### config.mk
export PLATFORM = sky130hd
export DESIGN_NAME = commit_trace_buffer
export DESIGN_NICKNAME = d
export VERILOG_FILES = /design/src/rtl/commit_trace_buffer.sv
export SDC_FILE = /design/constraint.sdc
export NUM_CORES = 1
export LEC_CHECK = 0
export ABC_AREA = 1
export CAP_MARGIN = 20
export CORE_MARGIN = 5
export CORE_UTILIZATION = 35
export CTS_CLUSTER_DIAMETER = 200
export DETAILED_ROUTE_END_ITERATION = 16
export GPL_TIMING_DRIVEN = 0
export PLACE_DENSITY_LB_ADDON = 0.25
export SLEW_MARGIN = 20
export SYNTH_ARGS = -nofsm -noshare
export SYNTH_HDL_FRONTEND = slang
export SYNTH_SLANG_ARGS = --single-unit
export TNS_END_PERCENT = 50
### constraint.sdc
create_clock -name clk -period 4.59 [get_ports clk]
set_input_delay 1.377 -clock clk [delete_from_list [all_inputs] [get_ports clk]]
set_output_delay 1.377 -clock clk [all_outputs]
set_load 0.01 [all_outputs]
### src/rtl/commit_trace_buffer.sv
// Write-back commit monitor: turns every qualifying register-file write from the
// CPU retirement stage into a tagged trace record. Records are queued in a FIFO
// with a first-word-fall-through head register and drained over valid/ready.
// Dropped commits are counted; they still consume a sequence tag.
module commit_trace_buffer #(
  parameter int DEPTH     = 8,
  parameter int SEQ_W     = 16,
  parameter int DROP_W    = 8,
  parameter int FILTER_X0 = 1
) (
  input  logic                     clk,
  input  logic                     reset,
  input  logic                     trace_en,
  input  logic                     clear,
  input  logic                     RegWriteW,
  input  logic [4:0]               RdW,
  input  logic [31:0]              ResultW,
  output logic                     trace_valid,
  input  logic                     trace_ready,
  output logic [SEQ_W-1:0]         trace_seq,
  output logic [4:0]               trace_rd,
  output logic [31:0]              trace_data,
  output logic [$clog2(DEPTH):0]   fifo_count,
  output logic                     overflow,
  output logic [DROP_W-1:0]        drop_count
);

  localparam int PTR_W = $clog2(DEPTH);
  localparam int CNT_W = PTR_W + 1;

  typedef struct packed {
    logic [SEQ_W-1:0] seq;
    logic [4:0]       rd;
    logic [31:0]      data;
  } rec_t;

  rec_t              mem_q [DEPTH];
  rec_t              head_q, head_d;
  rec_t              new_rec;
  logic [PTR_W-1:0]  wr_ptr_q, wr_ptr_d, rd_ptr_q, rd_ptr_d, rd_nxt;
  logic [CNT_W-1:0]  count_q, count_d, cnt_after_pop;
  logic [SEQ_W-1:0]  seq_q, seq_d;
  logic [DROP_W-1:0] drop_q, drop_d;
  logic              overflow_q, overflow_d;
  logic              qual, empty, full, pop, push, drop, mem_we;

  // Next-state computation: qualification, push/pop/drop decisions, head prefetch
  always_comb begin
    qual          = trace_en && RegWriteW && !((FILTER_X0 != 0) && (RdW == 5'd0));
    empty         = (count_q == '0);
    full          = (count_q == CNT_W'(DEPTH));
    pop           = !empty && trace_ready;
    // A full FIFO still accepts a commit when the head leaves on the same edge
    push          = qual && (!full || pop);
    drop          = qual && full && !pop;
    new_rec       = '{seq: seq_q, rd: RdW, data: ResultW};
    cnt_after_pop = count_q - CNT_W'(pop);
    rd_nxt        = rd_ptr_q + PTR_W'(pop);

    wr_ptr_d   = wr_ptr_q;
    rd_ptr_d   = rd_ptr_q;
    count_d    = count_q;
    seq_d      = seq_q;
    drop_d     = drop_q;
    overflow_d = overflow_q;
    head_d     = head_q;
    mem_we     = 1'b0;

    if (clear) begin
      // Flush wins over any commit or pop this cycle; head value is don't-care
      wr_ptr_d   = '0;
      rd_ptr_d   = '0;
      count_d    = '0;
      seq_d      = '0;
      drop_d     = '0;
      overflow_d = 1'b0;
    end else begin
      mem_we   = push;
      wr_ptr_d = wr_ptr_q + PTR_W'(push);
      rd_ptr_d = rd_nxt;
      count_d  = cnt_after_pop + CNT_W'(push);
      // Dropped commits also advance the tag so gaps reveal losses
      if (qual) seq_d = seq_q + 1'b1;
      if (drop) begin
        overflow_d = 1'b1;
        if (drop_q != '1) drop_d = drop_q + 1'b1;
      end
      // Head is the next stored entry, or the incoming record if the FIFO drains
      // to empty this edge; otherwise it keeps its last value
      if (cnt_after_pop != '0) head_d = mem_q[rd_nxt];
      else if (push)           head_d = new_rec;
    end
  end

  // Control and head state with asynchronous active-low reset
  always_ff @(posedge clk or negedge reset) begin
    if (!reset) begin
      wr_ptr_q   <= '0;
      rd_ptr_q   <= '0;
      count_q    <= '0;
      seq_q      <= '0;
      drop_q     <= '0;
      overflow_q <= 1'b0;
      head_q     <= '0;
    end else begin
      wr_ptr_q   <= wr_ptr_d;
      rd_ptr_q   <= rd_ptr_d;
      count_q    <= count_d;
      seq_q      <= seq_d;
      drop_q     <= drop_d;
      overflow_q <= overflow_d;
      head_q     <= head_d;
    end
  end

  // Record storage; contents are only meaningful between the pointers
  always_ff @(posedge clk) begin
    if (mem_we) mem_q[wr_ptr_q] <= new_rec;
  end

  assign trace_valid = (count_q != '0);
  assign trace_seq   = head_q.seq;
  assign trace_rd    = head_q.rd;
  assign trace_data  = head_q.data;
  assign fifo_count  = count_q;
  assign overflow    = overflow_q;
  assign drop_count  = drop_q;

endmodule

# Yosys cells after proc, flatten, opt, wreduce, memory -nomap -nowiden
# Memory sizes are Yosys's and may differ from the RTL's.
# Cells that the tools add are included.
# classes
add_sub_neg	6
n_eq_ne	2
n_mux	15
n_bitwise	1
reduce_logical	21
# ops
operator	n
$mux 53	2
$mux 16	2
$mux 8	3
$add 16x1->16 const B	1
$add 8x1->8 const B	1
$ne 8x8->1 const B	1
$reduce_bool 2->1	4
$reduce_bool 4->1	2
$add 3x1->3	2
$logic_and 1x1->1	6
$mux 3	2
$logic_not 5->1	1
$mux 1	5
$add 4x1->4	1
$eq 4x4->1 const B	1
$logic_not 1->1	4
$logic_not 4->1	1
$mux 4	1
$reduce_and 2->1	2
$sub 4x1->4	1
$logic_or 1x1->1	1
$not 1->1	1
# word_totals
reg_bits	88
mem_bits_rw	424
input_bits	43
elab_cells	55
mem_count	1
# memory_table
memory	depth	width	read_ports	rd_ports_with_merged_regs	write_ports	line_no	text
mem_q	8	53	1	0	1	37	rec_t mem_q [DEPTH];

# Depth between registers and ports, before layout
# Gate-level depths: netlist (run 1).
# depth
depth_word	8
ltp_mapped	14
mapped_depth_nobuf	13

# Worst setup path before layout (run 1)
# OpenSTA, ideal clock, no wires.
# synth_timing
path_type	in2reg
startpoint	input port clear
endpoint	memory mem_q[0][0] in the netlist's numbering, enable pin
t_arrival_ns	4.393
path_slack_ns	-0.266
path_stages	5
path_buffers	1
cell_sequence	buf_2 > inv_1 > nand4_2 > or2_2 > nor2_1
# synth_via
elab_chain_cells	3
# synth_rtl
item	line_no	text
from (decl)	14	input logic clear,
$mux 1	69	if (clear) begin
$mux 1	118	if (mem_we) mem_q[wr_ptr_q] <= new_rec;
$mux 1 (implied by the code)	118	
to (decl)	37	
# Every way passes these cells.

# Worst setup path in the final report (run 1)
# layout_timing
startpoint	input port RdW[3]
endpoint	memory mem_q[2][15] in the netlist's numbering, enable pin
# layout_via
elab_chain_cells	7
# layout_rtl
item	line_no	text
from (decl)	16	input logic [4:0] RdW,
$logic_not 5->1	49	qual = trace_en && RegWriteW && !((FILTER_X0 != 0) && (RdW == 5'd0));
$logic_not 1->1	49	
$logic_and 1x1->1	49	
$logic_and 1x1->1	54	push = qual && (!full || pop);
$mux 1	69	
$mux 1	118	
$mux 1 (implied by the code)	118	
# Every way passes these cells.

==> out/metrics.yaml, run 1 <==
clocking:
  cts_tree: "built"
  clk_pin_slew_ns: 0.06
  cts-root-buf: "clkbuf_16"
  htree_levels: 2
  clk_latency_ns: 0.61
  cts_post_setup_buffers_inserted: 0
  cts_sinks: 512
  cts_buffers: 55
  cts_max_path_buffers: 3
critical_path:
  crit_type: "in2reg"
  critPathCaptureType: "register"
  start_kind: "input port"
  critPathMaxFanout: 20
  critical_path_buf_inv_count: 3
  cp_slowest_cell: "clkdlybuf4s50_1"
  cp.arrival_ns: 4.76
  worstPathCellList: "clkdlybuf4s50_1 -> nor2_1 -> nand3b_1 -> nand4_4 -> or2_2 -> nor2_4 -> buf_12 -> buf_16"
  crit_required_ns: 4.89
  cpPeakStageDelay_ns: 0.82
  crit_family: "simple AND/OR/NAND/NOR gates"
detailed_routing:
  antenna_left: 0
  dr.pass1.iters: 5
  wl_mm: 64.0
  initialDrtViolationCount: 1369
  vias: 16600
  wl_per_cell_um: 18.5
  drc_errors: 0
  vias_per_cell: 4.79
sta:
  slew-limit-headroom: 0.485
  final_max_slew_viol_count: 0
  finalHoldViolCount: 0
  min_period_ns: 4.46
  fin_skew_ns: 0.0251
  setup_viol: 0
  worstMarginPinSlew_ns: 0.773
  finalCritPeriodShare: 0.972
  rsz0062_at_grt: "false"
  finalSetupTns_ns: 0
  fmax_mhz: 224
synth:
  synth-seq-area-share: 0.650
  synth_edf_count: 424
  ys_ff_latch: 512
  synthAdderAreaFrac: 0.00544
  synth_top_family_by_area: "simple AND/OR/NAND/NOR gates"
  synth_top_area_share: 0.554
  synth-main-ff-cell: "edfxtp_1"
  synthArstFlopShare: 0.172
  yosysTopAreaCell: "edfxtp_1"
  synth_nets: 2419
  yosysWarnings: 0
  synth_area_leaders: "edfxtp_1 55%, nand3_1 11%, nand2_1 11%"
  syn_area_um2: 23000
  synthCells: 2366
  synth-xor-area-share: 0.00343
  ys_types: 31
  avgSynthCellArea_um2: 9.71
  yosys.area_share.simple: 0.236
  muxShareOfSynthArea: 0
  synth_compound_area_frac: 0.00550
die:
  fp.dieW_um: 266
  die_area_um2: 70900
  coreArea_um2: 65400
  rows: 94
  start_util: 0.351
  die_h_um: 266
  io_pins: 110
final_layout:
  fillCellCount: 6286
  nets: 2606
  mostFrequentLayoutCells: "654 x nand2_1, 498 x nand3_1, 459 x inv_1"
  drive_gt1_frac: 0.0801
  syn_to_final_growth_pct: 20.0
  stdcell_count: 3464
  final_common_cell: "nand2_1"
power_and_ir_drop:
  fin_total_pwr_w: 0.0163
  p_per_area_nw_per_um2: 592
  ir_drop_v: 0.000372
  leakage_nw: 12.1
placed_design:
  portBuffers: 108
  hpwl_mm: 42.8
  dp_cells: 3360
  gp_congestion: 0.796
global_routing:
  grtUsageTotal: 0.177
  met1_usage: 0.242
  grt_pass1_vias: 16500
  gr-total-overflow: 0
  top_usage_layer: "met2"
  grt_max_degree: 60
  antenna_found_initial: 2
  use_met3: 0.0341
  use_met2: 0.292
  grt_pass1_wl_mm: 97.3
run_status:
  status: "finished, final reports clean"
worst_hold_path:
  hold_class: "reg2reg"
run:
  max_cap_viol_count: 0
## layer usage
| metal | part of all wire | vias to the layer above | routed length [um] |
|---|---|---|---|
| met2 | 0.47 | 503 | 30300 |
| li1 | - | 7998 | - |
| met3 | 0.066 | 101 | 4240 |
| met4 | 0.021 | 0 | 1360 |
| met1 | 0.44 | 7988 | 28100 |
| met5 | 0 | - | 0 |
## what timing repair did
item | CTS | global route
resized for setup | 1 | 0
hold buffers | 0 | 0
endpoints found under the setup margin | 117 | 0
## flip-flops by register name, indices dropped and copies added (netlist names)
register and count:
mem_q 424, trace_seq 16, wr_ptr_q 3, drop_count 8, trace_data 32, seq_q 16
overflow 1, trace_rd 5, rd_ptr_q 3, fifo_count 4
## cell usage after synthesis (2+ instances only)
cell and n:
xnor2_1 2, edfxtp_1 424, clkinv_1 2, buf_2 75, nand2_1 654, nand2_2 2
nor3_1 3, buf_6 5, ha_1 10, o21bai_1 2, nand2_4 2, o21ai_0 12
nand3_2 10, inv_1 459, nand4_1 10, a21oi_1 9, nand3b_1 5, clkbuf_1 32
inv_2 2, nand3_1 498, dfrtp_1 88, nor2_1 46, nor2_2 2, xor2_1 2
buf_1 4
## stage by stage
stage | instance area (um2) | util | setup WS (ns) | hold slack (ns)
floorplan | 23000 | - | -0.266 | 0.479
global placement | 25100 | 0.385 | -4.38 | 0.497
detailed placement | 25800 | 0.394 | -0.910 | 0.496
CTS | 27600 | 0.422 | 0.163 | 0.513
global route | 27600 | 0.422 | 0.0229 | 0.531
finish | 27600 | 0.422 | 0.129 | 0.506
## tightest hold or removal path: stages (launching register included)
cell and delay, ns:
dfrtp_1 0.34, nand3_1 0.07, nand2_1 0.07
## area by class of cell
type / count / area, um2 / area share
repair buffers: 130 / 1640 / 0.0596
diodes: 2 / 5.00 / 0.000181
flip-flops and latches: 512 / 14900 / 0.541
well taps: 864 / 1080 / 0.0392
plain buffers: 116 / 567 / 0.0205
inverters: 463 / 1740 / 0.0630
multi-input cells: 1275 / 5810 / 0.211
clock buffers: 73 / 1500 / 0.0543
clock inverters: 29 / 308 / 0.0112
## cell families (layout without fill, tap and decap cells)
group                      count (synthesis)  after routing
xor gates and xnor gates                   6              6
and+or+nand+nor                         1235           1235
AOI/OAI and AO/OA                         24             24
buffers and inverters                    579            811
adders and majority gates                 10             10
DFF                                      512            512
other                                      0              2
## final timing paths
check | to | startpoint | slack [ns] | cells past startpoint
worst min register to register | trace_rd[4] | trace_rd[4] | 0.51 | 2
worst max-delay path | mem_q[2][15] | RdW[3] | 0.13 | 8
worst min-delay path | trace_rd[4] | trace_rd[4] | 0.51 | 2
worst max register to register | trace_seq[3] | fifo_count[3] | 0.97 | 14
min in group asynchronous | seq_q[14] | reset | 0.65 | 1
max in group asynchronous | trace_data[24] | reset | 3.25 | 2
## where the power goes
part | leakage, nW | switching (W) | internal, W
Combinational | 6.25 | 0.00437 | 0.00199
Clock | 0.882 | 0.00182 | 0.00267
Sequential | 5.01 | 0.000157 | 0.00533
Total | 12.1 | 0.00635 | 0.00999
Power figures use the tool's default switching activity.
==> run 2: changes to the inputs <==
CAP_MARGIN = default   (was 20)
SKIP_CTS_REPAIR_TIMING = 1   (was default)
SKIP_LAST_GASP = 1   (was default)
==> run 2 against run 1 <==
Hold slack better by 0.0045 ns. Non-clock buffer count unchanged. Sequential cell count unchanged. Maximum frequency up 0.42%. Register-to-register slack worse by 0.05 ns. Clock-buffer cell count up 15. Via count up 0.20%. First-iteration DRC count up 1.5%. Sequential power about the same. Critical path depth down 1. Largest power group unchanged. Highest routed layer is now met5.
==> out/metrics.yaml, run 2 (synthesized netlist as in run 1, its figures left out) <==
sta:
  min_period_ns: 4.44  # -0.0185 ns
  finalHoldViolCount: 0  # unchanged
  finalCritPeriodShare: 0.968  # -0.00403
  fmax_mhz: 225  # +0.42%
  setup_viol: 0  # unchanged
  worstMarginPinSlew_ns: 0.793  # +0.0205 ns
  finalSetupTns_ns: 0  # unchanged
  fin_skew_ns: 0.0175  # -0.00764 ns
  rsz0062_at_grt: "true"
  final_max_slew_viol_count: 0  # unchanged
  slew-limit-headroom: 0.471  # -0.0137
placed_design:
  dp_cells: 3360  # unchanged
  gp_congestion: 0.796  # unchanged
  portBuffers: 108  # unchanged
  hpwl_mm: 42.7  # -0.23%
final_layout:
  syn_to_final_growth_pct: 19.8
  nets: 2607  # +0.038%
  drive_gt1_frac: 0.0812  # +0.00109
  mostFrequentLayoutCells: "654 x nand2_1, 498 x nand3_1, 459 x inv_1"
  stdcell_count: 3465  # +0.029%
  max_flop_register: "mem_q"
  largest_reg_flops: 424  # unchanged
  final_common_cell: "nand2_1"
detailed_routing:
  wl_mm: 64.0  # about the same
  wl_per_cell_um: 18.5  # about the same
  initialDrtViolationCount: 1389  # +1.5%
  dr.pass1.iters: 6  # +1
  vias_per_cell: 4.80  # +0.18%
  antenna_left: 0  # unchanged
  vias: 16600  # +0.20%
  drc_errors: 0  # unchanged
die:
  start_util: 0.351  # unchanged
  die_area_um2: 70900  # unchanged
  rows: 94  # unchanged
  die_h_um: 266  # unchanged
  fp.dieW_um: 266  # unchanged
  io_pins: 110  # unchanged
  coreArea_um2: 65400  # unchanged
worst_hold_path:
  hold_class: "reg2reg"
  min_path_cells: 2  # unchanged
clocking:
  cts_buffers: 56  # +1.8%
  clk_latency_ns: 0.61  # about the same
  cts_tree: "built"
  htree_levels: 2  # unchanged
  clk_pin_slew_ns: 0.06  # about the same
  cts_max_path_buffers: 3  # unchanged
  cts_sinks: 512  # unchanged
  cts-root-buf: "clkbuf_16"
critical_path:
  crit_required_ns: 4.89  # about the same
  reg2reg_depth: 14  # unchanged
  worstPathCellList: "clkdlybuf4s50_1 -> nand3b_1 -> nand4_4 -> or2_2 -> nor2_4 -> buf_12 -> buf_16"
  crit_type: "in2reg"
  cp.arrival_ns: 4.75  # about the same
  crit_family: "simple AND/OR/NAND/NOR gates"
  critPathCaptureType: "register"
  start_kind: "input port"
  path_depth: 7  # -1
  cp_slowest_cell: "clkdlybuf4s50_1"
  critPathMaxFanout: 20  # unchanged
  cpPeakStageDelay_ns: 0.86  # +0.04 ns
  critical_path_buf_inv_count: 3  # unchanged
global_routing:
  antenna_found_initial: 3  # +1
  grt_max_degree: 60  # unchanged
  gr-total-overflow: 0  # unchanged
  grt_pass1_vias: 16400  # -0.60%
  grtUsageTotal: 0.176  # -0.000693
  grt_pass1_wl_mm: 96.9  # -0.44%
power_and_ir_drop:
  ir_drop_v: 0.000337  # -9.4%
  leakage_nw: 12.1  # -0.22%
  p_per_area_nw_per_um2: 588  # -0.69%
run_status:
  status: "finished, final reports clean"
run:
  max_cap_viol_count: 0  # unchanged
run 2: changes by cell type in the layout (fill, tap and decap cells not counted), sizes merged:
cell and delta:
bufinv -6, clkbuf +15, clkinv -9, clkinvlp +2
diode -1
run 2: stage by stage:
stage	util	setup slack (ns)	total power, W	hold WS, ns	cell area, um2
detailed placement	0.394	-0.881	0.0120	0.497	25800
global placement	0.385	-4.38	0.0119	0.497	25100
global route	0.421	-0.00743	0.0172	0.531	27500
floorplan	-	-0.266	0.00934	0.479	23000
CTS	0.421	-0.265	0.0164	0.514	27500
finish	0.421	0.148	0.0162	0.511	27500
run 2: tightest hold or removal path, cell delays in order (launching register included):
cell and delay, ns:
dfrtp_1 0.34, nand3_1 0.08, nand2_1 0.06
run 2: worst paths after layout:
path	from	end	slack [ns]
worst max-delay path	RdW[4]	mem_q[2][14]	0.15
worst max register to register	fifo_count[3]	trace_seq[2]	0.92
worst min register to register	trace_seq[9]	trace_seq[9]	0.51
min in group asynchronous	reset	seq_q[4]	0.67
worst min-delay path	trace_seq[9]	trace_seq[9]	0.51
max in group asynchronous	reset	trace_data[20]	3.25
run 2: routing by layer:
metal | routed length (um) | share of wire | global-route usage
met1 | 28800 | 0.45 | 0.243
met2 | 30000 | 0.47 | 0.290
met3 | 3790 | 0.059 | 0.0285
met4 | 1320 | 0.021 | 0.0488
met5 | 7 | 0.00011 | 0
run 2: layout make-up:
class | instances | area [um2]
well taps | 864 | 1080
clock buffers | 88 | 1650
fillers | 6256 | 37900
clock inverters | 16 | 103
flip-flops and latches | 512 | 14900
diodes | 1 | 2.50
plain buffers | 116 | 567
multi-input cells | 1275 | 5810
inverters | 463 | 1740
repair buffers | 130 | 1640
run 2: power by group:
group | internal, W | leakage, nW | switching (W) | total, W
Clock | 0.00251 | 0.855 | 0.00182 | 0.00433
Combinational | 0.00199 | 6.25 | 0.00438 | 0.00637
Sequential | 0.00533 | 5.01 | 0.000163 | 0.00549
Total | 0.00983 | 12.1 | 0.00636 | 0.0162
==> run 3: changes to the inputs <==
CAP_MARGIN = 20   (was default)
==> run 3 against run 2 <==
Combinational power about the same. Clock skew increased by 0.0063 ns. Total power increased by 0.95%. Sequential power about the same. Via count decreased by 0.13%. Maximum frequency decreased by 0.36%. Wire length decreased by 0.20%. Hold slack got worse by 0.0028 ns. Register-to-register slack improved by 0.07 ns. Highest routed layer is now met4.
==> out/metrics.yaml, run 3 (synthesized netlist as in run 1, its figures left out) <==
critical_path:
  critPathMaxFanout: 20  # unchanged
  crit_family: "simple AND/OR/NAND/NOR gates"
  cp_slowest_cell: "clkdlybuf4s50_1"
  critical_path_buf_inv_count: 3  # unchanged
  cpPeakStageDelay_ns: 0.81  # -0.05 ns
  crit_required_ns: 4.89  # about the same
  crit_type: "in2reg"
  critPathCaptureType: "register"
  start_kind: "input port"
  cp.arrival_ns: 4.76  # about the same
  worstPathCellList: "clkdlybuf4s50_1 -> nor2_1 -> nand3b_1 -> nand4_4 -> or2_2 -> nor2_4 -> buf_12 -> buf_16"
final_layout:
  fillCellCount: 6286  # +0.48%
  max_flop_register: "mem_q"
  nets: 2606  # -0.038%
  drive_gt1_frac: 0.0801  # -0.00109
  mostFrequentLayoutCells: "654 x nand2_1, 498 x nand3_1, 459 x inv_1"
  largest_reg_flops: 424  # unchanged
  final_common_cell: "nand2_1"
  syn_to_final_growth_pct: 20.0
die:
  rows: 94  # unchanged
  io_pins: 110  # unchanged
  coreArea_um2: 65400  # unchanged
  fp.dieW_um: 266  # unchanged
  die_area_um2: 70900  # unchanged
  die_h_um: 266  # unchanged
  start_util: 0.351  # unchanged
global_routing:
  grt_pass1_wl_mm: 97.2  # +0.34%
  grt_max_degree: 60  # unchanged
  grt_pass1_vias: 16500  # +0.70%
  antenna_found_initial: 2  # -1
  gr-total-overflow: 0  # unchanged
  grtUsageTotal: 0.177  # +0.000496
sta:
  worstMarginPinSlew_ns: 0.783  # -0.0103 ns
  finalCritPeriodShare: 0.971  # +0.00345
  final_max_slew_viol_count: 0  # unchanged
  finalHoldViolCount: 0  # unchanged
  fin_skew_ns: 0.0237  # +0.00626 ns
  slew-limit-headroom: 0.478  # +0.00688
  rsz0062_at_grt: "false"
  min_period_ns: 4.46  # +0.0158 ns
  fmax_mhz: 224  # -0.36%
  layout_setup_ws_ns: 0.132  # -0.0158 ns
  finalSetupTns_ns: 0  # unchanged
  setup_viol: 0  # unchanged
clocking:
  cts_max_path_buffers: 3  # unchanged
  cts_tree: "built"
  clk_latency_ns: 0.61  # about the same
  cts_buffers: 55  # -1.8%
  htree_levels: 2  # unchanged
  clk_pin_slew_ns: 0.06  # about the same
  cts-root-buf: "clkbuf_16"
  cts_sinks: 512  # unchanged
placed_design:
  gp_congestion: 0.796  # unchanged
  post-place-ws_ns: -0.910  # -0.0287 ns
  portBuffers: 108  # unchanged
  hpwl_mm: 42.8  # +0.23%
run_status:
  status: "finished, final reports clean"
worst_hold_path:
  hold_class: "reg2reg"
detailed_routing:
  vias: 16600  # -0.13%
  vias_per_cell: 4.79  # -0.16%
  initialDrtViolationCount: 1365  # -1.7%
  antenna_left: 0  # unchanged
  wl_mm: 63.9  # -0.20%
  wl_per_cell_um: 18.4  # -0.23%
  drc_errors: 0  # unchanged
  dr.pass1.iters: 5  # -1
power_and_ir_drop:
  p_int_w: 0.00999  # +1.6%
  combPwrFrac: 0.390  # -0.003
  p_clk_frac: 0.275  # +0.007
  ir_drop_v: 0.000369  # +9.4%
  p_switching_w: 0.00636  # about the same
  swShare: 0.389  # -0.00384
  p_per_area_nw_per_um2: 593  # +0.75%
  p_seq_frac: 0.335  # -0.004
  leakage_nw: 12.1  # +0.22%
run:
  max_cap_viol_count: 0  # unchanged
-- run 3: layer usage --
metal / GRT usage / wire length [um]
met4: 0.0441 / 1290
met1: 0.242 / 28200
met5: 0 / 0
met3: 0.0339 / 4150
met2: 0.292 / 30300
-- run 3: worst paths after layout --
check | slack, ns | from | endpoint | depth (start not counted)
worst max-delay path | 0.13 | RdW[3] | mem_q[2][15] | 8
min in group asynchronous | 0.65 | reset | seq_q[14] | 1
worst min register to register | 0.51 | trace_rd[4] | trace_rd[4] | 2
worst max register to register | 0.99 | fifo_count[3] | trace_seq[2] | 14
max in group asynchronous | 3.25 | reset | trace_data[24] | 2
worst min-delay path | 0.51 | trace_rd[4] | trace_rd[4] | 2
-- run 3: power by group through the flow --
| stage | Combinational (W) | Clock, W | Sequential (W) |
|---|---|---|---|
| floorplan | 0.00366 | 0 | 0.00567 |
| global placement | 0.00631 | 0 | 0.00558 |
| detailed placement | 0.00642 | 0 | 0.00558 |
| CTS | 0.00645 | 0.00457 | 0.00549 |
| global route | 0.00705 | 0.00477 | 0.00552 |
| finish | 0.00637 | 0.00449 | 0.00549 |
-- run 3: metrics by stage --
stage / cell area (um2) / std cells / hold slack (ns) / utilization / total power [W]
floorplan: 23000 / 2366 / 0.479 / - / 0.00934
global placement: 25100 / 3338 / 0.497 / 0.385 / 0.0119
detailed placement: 25800 / 3360 / 0.496 / 0.394 / 0.0120
CTS: 27600 / 3462 / 0.513 / 0.422 / 0.0165
global route: 27600 / 3463 / 0.531 / 0.422 / 0.0173
finish: 27600 / 3466 / 0.508 / 0.422 / 0.0164
-- run 3: final cells by class --
class	count	area, um2	area share
Sequential cell	512	14900	0.541
Multi-Input combinational cell	1275	5810	0.211
Inverter	463	1740	0.0630
Timing Repair Buffer	130	1640	0.0595
Clock buffer	73	1500	0.0542
Tap cell	864	1080	0.0392
Buffer	116	567	0.0205
Clock inverter	29	308	0.0112
Antenna cell	4	10.0	0.000363
-- run 3: worst min-delay path, cell delays in order (launching register included) --
cell	delay, ns
dfrtp_1	0.34
nand3_1	0.07
nand2_1	0.07
